===== src/rtl/mips_pkg.sv =====
// mips_pkg: shared encodings for the MIPS core slice.
//   GRFWD_*     : W-stage write-data mux selects (low two bits of grfwd_op).
//   wbc_state_t : write-back port controller FSM states.
package mips_pkg;

   localparam logic [1:0] GRFWD_ALU = 2'd0;
   localparam logic [1:0] GRFWD_DM  = 2'd1;
   localparam logic [1:0] GRFWD_PC8 = 2'd2;
   localparam logic [1:0] GRFWD_CP0 = 2'd3;

   typedef enum logic [1:0] {
      IDLE,
      WAIT,
      FORCE
   } wbc_state_t;

endpackage


===== src/rtl/md_wb_fifo.sv =====
// md_wb_fifo: DEPTH-entry queue of MDU results awaiting the GRF write port.
//   clk, reset          : clock, synchronous active-low reset
//   push/push_a3/_data  : enqueue an entry (caller guarantees not full unless popping)
//   pop                 : drop the head entry, valid or not
//   kill/kill_a3        : invalidate every valid entry whose a3 matches
//   q_rs/q_rt           : lookup registers; rs_hit/rt_hit flag a valid match
//   empty/full/count    : occupancy, including invalidated entries
//   head_v/_a3/_data    : head entry contents
module md_wb_fifo #(
   parameter int unsigned DEPTH = 2
) (
   input  logic                     clk,
   input  logic                     reset,
   input  logic                     push,
   input  logic [4:0]               push_a3,
   input  logic [31:0]              push_data,
   input  logic                     pop,
   input  logic                     kill,
   input  logic [4:0]               kill_a3,
   input  logic [4:0]               q_rs,
   input  logic [4:0]               q_rt,
   output logic                     empty,
   output logic                     full,
   output logic [$clog2(DEPTH):0]   count,
   output logic                     head_v,
   output logic [4:0]               head_a3,
   output logic [31:0]              head_data,
   output logic                     rs_hit,
   output logic                     rt_hit
);

   localparam int unsigned AW = $clog2(DEPTH);

   logic [DEPTH-1:0] v_q, v_d;
   logic [4:0]       a3_q   [DEPTH];
   logic [31:0]      data_q [DEPTH];
   logic [AW-1:0]    rd_q, wr_q;
   logic [AW:0]      cnt_q;

   // Kill first, then pop clears, then push sets: when full with pop and push
   // on the same slot the new entry must survive.
   always_comb begin
      v_d = v_q;
      for (int i = 0; i < DEPTH; i++) begin
         if (kill && (a3_q[i] == kill_a3)) v_d[i] = 1'b0;
      end
      if (pop)  v_d[rd_q] = 1'b0;
      if (push) v_d[wr_q] = 1'b1;
   end

   always_ff @(posedge clk) begin
      if (!reset) begin
         v_q   <= '0;
         rd_q  <= '0;
         wr_q  <= '0;
         cnt_q <= '0;
      end else begin
         v_q   <= v_d;
         if (pop)  rd_q <= rd_q + 1'b1;
         if (push) wr_q <= wr_q + 1'b1;
         cnt_q <= cnt_q + {{AW{1'b0}}, push} - {{AW{1'b0}}, pop};
      end
   end

   // Payload needs no reset; valid bits gate all use of it.
   always_ff @(posedge clk) begin
      if (push) begin
         a3_q[wr_q]   <= push_a3;
         data_q[wr_q] <= push_data;
      end
   end

   always_comb begin
      rs_hit = 1'b0;
      rt_hit = 1'b0;
      for (int i = 0; i < DEPTH; i++) begin
         if (v_q[i] && (a3_q[i] == q_rs)) rs_hit = 1'b1;
         if (v_q[i] && (a3_q[i] == q_rt)) rt_hit = 1'b1;
      end
      if (q_rs == 5'd0) rs_hit = 1'b0;
      if (q_rt == 5'd0) rt_hit = 1'b0;
   end

   assign empty     = (cnt_q == '0);
   assign full      = (cnt_q == (AW + 1)'(DEPTH));
   assign count     = cnt_q;
   assign head_v    = v_q[rd_q];
   assign head_a3   = a3_q[rd_q];
   assign head_data = data_q[rd_q];

endmodule


===== src/rtl/grf_wb_ctrl.sv =====
// grf_wb_ctrl: arbitrates the single GRF write port between the W stage and
// out-of-band MDU results, buffering MDU results and forcing a pipeline
// bubble when a buffered result has waited too long.
//   clk, reset                  : clock, synchronous active-low reset
//   w_valid/w_a3/w_src          : W-stage write request and data source
//   md_req/md_a3/md_data/md_ack : MDU result handshake
//   grfwd_op                    : W-stage write-data mux select
//   grf_we/grf_a3               : GRF write enable and address
//   grf_md_sel/grf_md_data      : select MDU data instead of the mux output
//   stall_req                   : freeze F/D/E/M, bubble W
//   q_rs/q_rt, q_rs_busy/_busy  : D-stage pending-destination lookups
module grf_wb_ctrl
   import mips_pkg::*;
#(
   parameter int unsigned DEPTH        = 2,
   parameter int unsigned STARVE_LIMIT = 4
) (
   input  logic        clk,
   input  logic        reset,
   input  logic        w_valid,
   input  logic [4:0]  w_a3,
   input  logic [1:0]  w_src,
   input  logic        md_req,
   input  logic [4:0]  md_a3,
   input  logic [31:0] md_data,
   output logic        md_ack,
   output logic [2:0]  grfwd_op,
   output logic        grf_we,
   output logic [4:0]  grf_a3,
   output logic        grf_md_sel,
   output logic [31:0] grf_md_data,
   output logic        stall_req,
   input  logic [4:0]  q_rs,
   input  logic [4:0]  q_rt,
   output logic        q_rs_busy,
   output logic        q_rt_busy
);

   localparam int unsigned AW        = $clog2(DEPTH);
   localparam logic [2:0]  LAST_WAIT = 3'(STARVE_LIMIT - 1);

   wbc_state_t  state_q, state_d;
   logic [2:0]  starve_cnt_q, starve_cnt_d;

   logic        f_empty, f_full, f_head_v;
   logic [AW:0] f_count, count_nxt;
   logic [4:0]  f_head_a3;
   logic [31:0] f_head_data;

   logic claim, head_live, drain, pop, bypass, push, blocked;

   assign claim     = w_valid && (w_a3 != 5'd0);
   assign head_live = !f_empty && f_head_v;
   assign drain     = !claim && head_live;
   // A killed head is discarded without using the port.
   assign pop       = (!f_empty && !f_head_v) || drain;
   assign bypass    = !claim && f_empty && md_req;
   assign md_ack    = md_req && (!f_full || pop);
   // r0 results and results overwritten by the current W write are acked and dropped.
   assign push      = md_ack && !bypass && (md_a3 != 5'd0) && !(claim && (md_a3 == w_a3));
   assign blocked   = claim && head_live;
   assign count_nxt = f_count + {{AW{1'b0}}, push} - {{AW{1'b0}}, pop};

   md_wb_fifo #(
      .DEPTH (DEPTH)
   ) u_fifo (
      .clk       (clk),
      .reset     (reset),
      .push      (push),
      .push_a3   (md_a3),
      .push_data (md_data),
      .pop       (pop),
      .kill      (claim),
      .kill_a3   (w_a3),
      .q_rs      (q_rs),
      .q_rt      (q_rt),
      .empty     (f_empty),
      .full      (f_full),
      .count     (f_count),
      .head_v    (f_head_v),
      .head_a3   (f_head_a3),
      .head_data (f_head_data),
      .rs_hit    (q_rs_busy),
      .rt_hit    (q_rt_busy)
   );

   assign grfwd_op = {1'b0, w_src};

   always_comb begin
      grf_we      = 1'b0;
      grf_a3      = 5'd0;
      grf_md_sel  = 1'b0;
      grf_md_data = md_data;
      if (claim) begin
         grf_we = 1'b1;
         grf_a3 = w_a3;
      end else if (head_live) begin
         grf_we      = 1'b1;
         grf_a3      = f_head_a3;
         grf_md_sel  = 1'b1;
         grf_md_data = f_head_data;
      end else if (bypass && (md_a3 != 5'd0)) begin
         grf_we     = 1'b1;
         grf_a3     = md_a3;
         grf_md_sel = 1'b1;
      end
   end

   always_comb begin
      state_d      = state_q;
      starve_cnt_d = starve_cnt_q;
      unique case (state_q)
         IDLE: begin
            starve_cnt_d = 3'd0;
            if (push) state_d = WAIT;
         end
         WAIT: begin
            if (pop) begin
               starve_cnt_d = 3'd0;
               if (count_nxt == '0) state_d = IDLE;
            end else if (blocked) begin
               if (starve_cnt_q == LAST_WAIT) state_d = FORCE;
               else starve_cnt_d = starve_cnt_q + 3'd1;
            end
         end
         FORCE: begin
            // Hold the stall until the bubble lets the head drain.
            if (pop) begin
               starve_cnt_d = 3'd0;
               state_d      = (count_nxt != '0) ? WAIT : IDLE;
            end
         end
         default: begin
            state_d      = IDLE;
            starve_cnt_d = 3'd0;
         end
      endcase
   end

   always_ff @(posedge clk) begin
      if (!reset) begin
         state_q      <= IDLE;
         starve_cnt_q <= 3'd0;
      end else begin
         state_q      <= state_d;
         starve_cnt_q <= starve_cnt_d;
      end
   end

   assign stall_req = (state_q == FORCE);

endmodule


===== config.mk =====
export PLATFORM = sky130hd
export DESIGN_NAME = grf_wb_ctrl
export DESIGN_NICKNAME = d
export VERILOG_FILES = /design/src/rtl/mips_pkg.sv /design/src/rtl/md_wb_fifo.sv /design/src/rtl/grf_wb_ctrl.sv
export SDC_FILE = /design/constraint.sdc
export NUM_CORES = 1
export LEC_CHECK = 0
export ABC_AREA = 1
export CORE_AREA = 4 4 96 98
export DETAILED_ROUTE_END_ITERATION = 10
export DIE_AREA = 0 0 100 102
export GPL_TIMING_DRIVEN = 0
export PLACE_DENSITY_LB_ADDON = 0.12
export SLEW_MARGIN = 5
export SYNTH_ARGS = -nofsm -noshare
export SYNTH_HDL_FRONTEND = slang
export SYNTH_SLANG_ARGS = --single-unit

===== constraint.sdc =====
create_clock -name clk -period 4.1 [get_ports clk]
set_input_delay 0.82 -clock clk [delete_from_list [all_inputs] [get_ports clk]]
set_output_delay 0.82 -clock clk [all_outputs]
set_load 0.005 [all_outputs]

==> flow_summary.rst, run 1 <==
.. list-table::
   :header-rows: 1

   * - Metric
     - Value
   * - Net count after synthesis
     - 506
   * - Total via count in the routed design
     - between 3000 and 4000
   * - Maximum single-stage delay on the critical path
     - 560 ps
   * - Synthesized area per cell
     - slightly below 10 um^2
   * - Critical Path End Type
     - output port
   * - Unrepaired setup endpoints after global routing
     - false
   * - Arrival time reported for the critical path endpoint
     - around 3000 ps
   * - Most common cell after layout, fill and taps aside
     - nand2_1
   * - Fraction of the mapped netlist area in simple logic gates
     - 20.07%
   * - Cell with the largest stage delay on the worst path
     - clkdlybuf4s50_1
   * - Final Instance Count excl. Fillers
     - approximately 670
   * - Power density relative to cell area
     - 478.0 nW/um^2
   * - Maximum number of pins on one net before global-route repair
     - 39
   * - Total Routing Usage GR
     - 21.00%
   * - Static Leakage
     - 2.174 nW
   * - Max-capacitance violation count
     - 0
   * - Seq/Total Area, Yosys
     - 56.50%
   * - Final RePlAce weighted congestion
     - a little over 0.9
   * - Vias in the first global route
     - 3479
   * - Post-synthesis adder-cell area fraction
     - 1.148%
   * - Least-Margin Pin Slew
     - 1190 ps
   * - Number of H-tree levels
     - 3
   * - Number of synthesized register bits
     - 86
   * - Run status
     - complete, no violations
   * - Setup TNS
     - 0 ps
   * - Inserted Clock Buffers
     - 9
   * - Clock tree from TritonCTS
     - built
   * - First-pass GRT wire length
     - roughly 17 mm
   * - Post-CTS setup repair buffer count
     - 0
   * - Number of violations reported at the end of detailed-routing iteration 0
     - 187
   * - Total half-perimeter wirelength after legalization and detailed placement
     - 7.468 mm
   * - Main combinational cell family by area after synthesis
     - simple AND/OR/NAND/NOR gates
   * - Boundary pin count
     - between 100 and 150
   * - Relative slew margins
     - 20.45%
   * - Initial core utilization
     - 51.48%
   * - Number of core rows
     - 34
   * - Bufs and invs on worst path
     - 4
   * - Total detailed-routing wirelength
     - 10.60 mm
   * - Post-route fraction of the period consumed by the critical path
     - approximately 92%
   * - Number of buffers inserted by hold repair at cts
     - 0
   * - CTS-repair resized insts
     - 0
   * - Core area
     - 8466 um^2
   * - Die extent in x
     - 100 um
   * - Clock Latency Late Sink
     - 350 ps
   * - DIE AREA
     - 10200 um^2
   * - DRC violations left
     - 0
   * - Cell chosen for the clock root
     - clkbuf_8
   * - GRT Residual Overflow
     - 0
   * - Max Clock Skew
     - 11.97 ps
   * - Parity-gate share of the synthesized area counting xor and xnor cells
     - 3.819%
   * - Most frequent cells in the layout
     - 103 x nand2_1, 97 x clkdlybuf4s50_1, 74 x edfxtp_1
   * - Clock tree buffer depth
     - 2
   * - Layout Nets
     - slightly above 600
   * - Number of port buffers
     - 97
   * - Setup Viol. Count Final
     - 0
   * - Number of instances in the placed design
     - 649
   * - Synth Area in Compound Gates
     - ~11%
   * - Number of instances in the synthesized netlist
     - about 440
   * - Average via count per standard cell
     - 5.380
   * - Post-synth design cell area
     - 4358 um^2
   * - Die height
     - 102 um
   * - Final critical delay including setup and external delays
     - 3786 ps
   * - Yosys Warn Count
     - 0
   * - Mux cell area share after synthesis
     - 0.2297%
   * - Critical path cell sequence
     - clkdlybuf4s50_1 -> nor2_4 -> nand3_4 -> nand2_4 -> nand2_4 -> clkinv_4 -> buf_6 -> nor2_1 -> a31oi_1 -> clkdlybuf4s50_1
   * - Required time of the critical path
     - 3280 ps
   * - Worst-path fanout max
     - 10
   * - VDD IR-drop max
     - 0.2794 mV
   * - Layout Utilization
     - between 60% and 70%
   * - Cell family with most CP delay
     - buffers and inverters
   * - WL/cell
     - 15.94 um
   * - Pre-antenna DRT Iters
     - 5
   * - Fraction of layout cells with a size suffix above 1
     - 10.05%
   * - Pins over their slew limit
     - 0
   * - Startpoint-to-endpoint class of the critical path
     - in -> out
   * - Min-delay worst type
     - reg -> reg
   * - Area growth syn-to-layout
     - 29.89%
   * - Number of routed nets with antenna violations
     - 0
   * - Crit path launch type
     - input port
   * - Clock transition at the register clock pins on the worst setup and hold paths after CTS
     - 90 ps
   * - Hold violation count in the final report
     - 0
   * - FMAX
     - 0.2642 GHz
   * - Count of distinct cell types in the synthesized netlist
     - about 40
   * - Clock sink total
     - 86
   * - Number of antenna violations at the first check in global routing
     - 0
   * - Number of antenna cells inserted
     - 0
==> worst paths after layout <==
kind | from | end | slack (ps) | cells after the start
max | w_a3[1] | grf_md_data[8] | 310 | 10
min | starve_cnt_q[1] | starve_cnt_q[1] | 470 | 2
max reg2reg | u_fifo.count[1] | state_q[1] | 1730 | 14
min reg2reg | starve_cnt_q[1] | starve_cnt_q[1] | 470 | 2
==> metal layers <==
| metal | vias to the layer above | share of wire (%) | GRT usage, % |
|---|---|---|---|
| met3 | 8 | 7.6 | 4.369 |
| met5 | - | 0 | 0 |
| li1 | 1749 | - | - |
| met4 | 0 | 1.1 | 7.772 |
| met2 | 138 | 47 | 34.12 |
| met1 | 1683 | 44 | 28.04 |
==> synth_stat cells (all sizes together) <==
| cell | number | share of area (%) |
|---|---|---|
| nand2 | 113 | 11 |
| edfxtp | 74 | 51 |
| nor2 | 54 | 5.3 |
| inv | 43 | 3.8 |
| a31oi | 32 | 4.6 |
| a21oi | 15 | 2.0 |
| buf | 13 | 2.4 |
| nand3 | 13 | 2.3 |
| dfxtp | 12 | 5.5 |
| o21ai | 11 | 1.3 |
| xor2 | 11 | 2.2 |
| xnor2 | 8 | 1.6 |
| clkbuf | 6 | 0.52 |
| nand4 | 6 | 0.86 |
| a221oi | 5 | 1.0 |
| ha | 4 | 1.1 |
| o221ai | 4 | 0.80 |
| o22ai | 4 | 0.57 |
| clkinv | 3 | 0.40 |
| a211oi | 2 | 0.34 |
| nand3b | 2 | 0.34 |
| nor3 | 2 | 0.23 |
| nor4 | 2 | 0.29 |
| o211ai | 2 | 0.34 |
| a22oi | 1 | 0.17 |
| conb | 1 | 0.086 |
| mux2i | 1 | 0.23 |
==> cell type report <==
class	count	area [um^2]
Sequential cell	86	2462
Tap cell	108	135.1
Inverter	46	181.4
Clock inverter	7	72.57
Timing Repair Buffer	97	970.9
Clock buffer	9	123.9
Multi-Input combinational cell	293	1588
Buffer	19	126.4
Fill cell	689	2805
==> worst register-to-register path, stage by stage, from the launching register on <==
cell and delay (ps):
dfxtp_1 330, nor2_1 260, inv_1 130, nand2_4 130
inv_1 90, ha_1 280, inv_1 40, ha_1 280
nand3b_1 220, nand3_1 100, nand2_1 60, nor2_2 140
nand2_2 80, nor2_1 100, nor2_1 50
==> where the power goes <==
| part | internal, mW | leakage (nW) | switching [mW] | total [mW] |
|---|---|---|---|---|
| clock network | 0.283 | 0.0989 | 0.306 | 0.589 |
| registers | 1.07 | 0.787 | 0.0556 | 1.13 |
| logic | 0.399 | 1.29 | 0.588 | 0.987 |
| total | 1.76 | 2.17 | 0.950 | 2.71 |
==> per-stage QoR <==
stage,area (um^2),setup slack (ps),power [mW],hold WS (ps)
CTS,5660,307.5,2.724,472.4
global placement,5464,300.7,2.112,454.4
finish,5660,314.4,2.705,471.7
global route,5660,189.0,2.882,490.6
floorplan,4358,1344,1.750,442.9
detailed placement,5464,350.7,2.134,458.9
==> logic make-up (layout without fill, tap and decap cells) <==
| logic type | count (synthesis) | after routing |
|---|---|---|
| DFF | 86 | 86 |
| xor gates and xnor gates | 19 | 19 |
| AOI/OAI and AO/OA | 76 | 76 |
| other | 1 | 1 |
| and+or+nand+nor | 192 | 192 |
| adders and majority gates | 4 | 4 |
| muxes | 1 | 1 |
| buffers and inverters | 65 | 178 |
==> registers in the layout, indices dropped and copies added (netlist names), named ones only <==
name / cells
u_fifo.data_q: 64
u_fifo.a3_q: 10
starve_cnt_q: 3
state_q: 2
u_fifo.count: 2
u_fifo.v_q: 2
u_fifo.rd_q: 1
u_fifo.wr_q: 1
Note: power is estimated with default switching activity, not from simulation.
==> inputs of run 2 (changes only) <==
CTS_CLUSTER_SIZE = 30   (was default)
==> results of run 2 <==
The final DEF is identical to that of run 1; final timing and power are the same.
==> inputs of run 3 (changes only) <==
CORE_AREA = 4 4 130 132   (was 4 4 96 98)
DIE_AREA = 0 0 134 136   (was 0 0 100 102)
SKIP_LAST_GASP = 1   (was default)
==> run 3 against run 2 <==
Compared with the run above: critical path depth down 1; first-iteration DRC count shrank 1.1%; combinational power about the same; setup slack worse by 110 ps; power rose by 6.4%; critical endpoint is now grf_md_data[24]; largest cell class unchanged; largest power group unchanged; highest routed layer unchanged.
==> flow_summary.rst, run 3 (synthesis gave the netlist of run 1 again) <==
.. list-table::
   :header-rows: 1

   * - Metric
     - Value
   * - CTS-repair resized insts
     - 0 (unchanged)
   * - Total Routing Usage GR
     - 13.76% (was 21.00%)
   * - Hold violation count in the final report
     - 0 (unchanged)
   * - Total half-perimeter wirelength after legalization and detailed placement
     - 8.470 mm (was 7.468 mm)
   * - Number of antenna violations at the first check in global routing
     - 0 (unchanged)
   * - Min-delay worst type
     - reg -> reg (unchanged)
   * - Number of H-tree levels
     - 3 (unchanged)
   * - Die height
     - 136 um (was 102 um)
   * - Crit path launch type
     - input port (unchanged)
   * - Area growth syn-to-layout
     - 34.88% (was 29.89%)
   * - Static Leakage
     - 2.212 nW (was 2.174 nW)
   * - Number of core rows
     - 46 (was 34)
   * - R2r worst-path depth
     - 8 (was 14)
   * - DRC violations left
     - 0 (unchanged)
   * - Unrepaired setup endpoints after global routing
     - false (unchanged)
   * - Clock transition at the register clock pins on the worst setup and hold paths after CTS
     - 60 ps (was 90 ps)
   * - Clock tree from TritonCTS
     - built (unchanged)
   * - Post-Route Hold Slack
     - 467.1 ps (was 471.7 ps)
   * - Vias in the first global route
     - 3641 (was 3479)
   * - Final critical delay including setup and external delays
     - 3894 ps (was 3786 ps)
   * - Number of buffers inserted by hold repair at cts
     - 0 (unchanged)
   * - Fraction of layout cells with a size suffix above 1
     - 9.857% (was 10.05%)
   * - Max-capacitance violation count
     - 0 (unchanged)
   * - Arrival time reported for the critical path endpoint
     - 3070 ps (was 2970 ps)
   * - Maximum number of pins on one net before global-route repair
     - 39 (unchanged)
   * - Worst-path fanout max
     - 10 (unchanged)
   * - DIE AREA
     - 18220 um^2 (was 10200 um^2)
   * - Max Clock Skew
     - 6.587 ps (was 11.97 ps)
   * - FMAX
     - 0.2568 GHz (was 0.2642 GHz)
   * - Number of antenna cells inserted
     - 0 (unchanged)
   * - Setup Viol. Count Final
     - 0 (unchanged)
   * - Registers with the most flip-flops
     - u_fifo.data_q: 64 flops, u_fifo.a3_q: 10 flops, starve_cnt_q: 3 flops (unchanged)
   * - Layout Nets
     - 615 (was 614)
   * - Relative slew margins
     - 14.46% (was 20.45%)
   * - Most common cell after layout, fill and taps aside
     - nand2_1 (unchanged)
   * - Clock sink total
     - 86 (unchanged)
   * - Number of violations reported at the end of detailed-routing iteration 0
     - 185 (was 187)
   * - Number of port buffers
     - 97 (unchanged)
   * - Setup TNS
     - 0 ps (unchanged)
   * - VDD IR-drop max
     - 0.2438 mV (was 0.2794 mV)
   * - Total via count in the routed design
     - 3563 (was 3578)
   * - Least setup slack across all paths after layout
     - 206.1 ps (was 314.4 ps)
   * - Startpoint-to-endpoint class of the critical path
     - in -> out (unchanged)
   * - Core area
     - 15710 um^2 (was 8466 um^2)
   * - Required time of the critical path
     - 3280 ps (about the same)
   * - Placement-stage worst setup slack
     - 193.5 ps (was 350.7 ps)
   * - Critical Path End Type
     - output port (unchanged)
   * - Power density relative to cell area
     - 489.6 nW/um^2 (was 478.0 nW/um^2)
   * - Setup slack of the worst register-to-register path
     - 1710 ps (was 1730 ps)
   * - First-pass GRT wire length
     - 19.55 mm (was 16.73 mm)
   * - GRT Residual Overflow
     - 0 (unchanged)
   * - Worst Hold Path Cells
     - 2 (unchanged)
   * - Post-CTS setup repair buffer count
     - 0 (unchanged)
   * - Overall power after layout
     - 2.878 mW (was 2.705 mW)
   * - Average via count per standard cell
     - 4.603 (was 5.380)
   * - Total detailed-routing wirelength
     - 12.28 mm (was 10.60 mm)
   * - Clock Latency Late Sink
     - 340 ps (was 350 ps)
   * - Least-Margin Pin Slew
     - 1280 ps (was 1190 ps)
   * - Post-route fraction of the period consumed by the critical path
     - 94.97% (was 92.33%)
   * - Most frequent cells in the layout
     - 103 x nand2_1, 97 x clkdlybuf4s50_1, 74 x edfxtp_1 (unchanged)
   * - Die extent in x
     - 134 um (was 100 um)
   * - Inserted Clock Buffers
     - 9 (unchanged)
   * - Number of routed nets with antenna violations
     - 0 (unchanged)
   * - Number of flip-flops under the largest register name
     - 64 (unchanged)
   * - Register with the most flip-flops
     - u_fifo.data_q (unchanged)
   * - Clock tree buffer depth
     - 2 (unchanged)
   * - WL/cell
     - 15.87 um (was 15.94 um)
   * - Pins over their slew limit
     - 0 (unchanged)
   * - Run status
     - complete, no violations (unchanged)
   * - Final RePlAce weighted congestion
     - 0.8027 (was 0.9296)
   * - Pre-antenna DRT Iters
     - 5 (unchanged)
   * - Boundary pin count
     - 104 (unchanged)
   * - Cell chosen for the clock root
     - clkbuf_16 (was clkbuf_8)
   * - Initial core utilization
     - 27.74% (was 51.48%)
==> run 3: changes by cell type in the layout (fill, tap and decap cells not counted) <==
cell / previous run / this run
bufinv_16: 1 / 0
inv_6: 1 / 0
clkinv_2: 1 / 3
clkbuf_1: 6 / 8
buf_12: 0 / 1
clkbuf_16: 0 / 9
clkbuf_8: 9 / 0
clkinv_4: 4 / 2
==> run 3: area by class of cell <==
| type | count | area, um^2 |
|---|---|---|
| timing repair buffer | 98 | 991.0 |
| multi-input combinational | 293 | 1588 |
| tap | 216 | 270.3 |
| sequential | 86 | 2462 |
| fill | 1582 | 9834 |
| clock buffer | 11 | 232.7 |
| clock inverter | 5 | 26.28 |
| inverter | 46 | 181.4 |
| buffer | 19 | 126.4 |
==> run 3: power by group <==
part | leakage, nW | internal [mW] | total [mW] | switching [mW]
Sequential | 0.787 | 1.07 | 1.13 | 0.0548
Clock | 0.128 | 0.406 | 0.733 | 0.328
Combinational | 1.30 | 0.406 | 1.02 | 0.610
Total | 2.21 | 1.89 | 2.88 | 0.992
==> run 3: critical path, cell delays in order <==
cell,delay (ps)
clkdlybuf4s50_1,650
inv_2,100
nand3_4,120
nand2_4,110
nand2_4,150
clkinv_4,120
buf_2,220
a31oi_1,230
clkdlybuf4s50_1,550
==> run 3: metal layers <==
metal	track usage, %	part of all wire (%)	vias to the layer above
met2	22.21	44	125
met5	0	0	-
li1	-	-	1756
met1	18.45	48	1670
met4	4.686	1.4	0
met3	2.887	6.6	12
==> run 3: worst paths after layout <==
| kind | start | end |
|---|---|---|
| max reg2reg | u_fifo.rd_q | u_fifo.data_q[1][17] |
| min reg2reg | u_fifo.wr_q | u_fifo.wr_q |
| max | w_a3[4] | grf_md_data[24] |
| min | u_fifo.wr_q | u_fifo.wr_q |
==> run 3: per-stage QoR <==
step	utilization [%]	std cells	instance area, um^2
detailed placement	35.76	758	5619
floorplan	-	444	4358
finish	37.41	774	5878
global placement	35.63	757	5599
global route	37.41	774	5878
CTS	37.41	774	5878
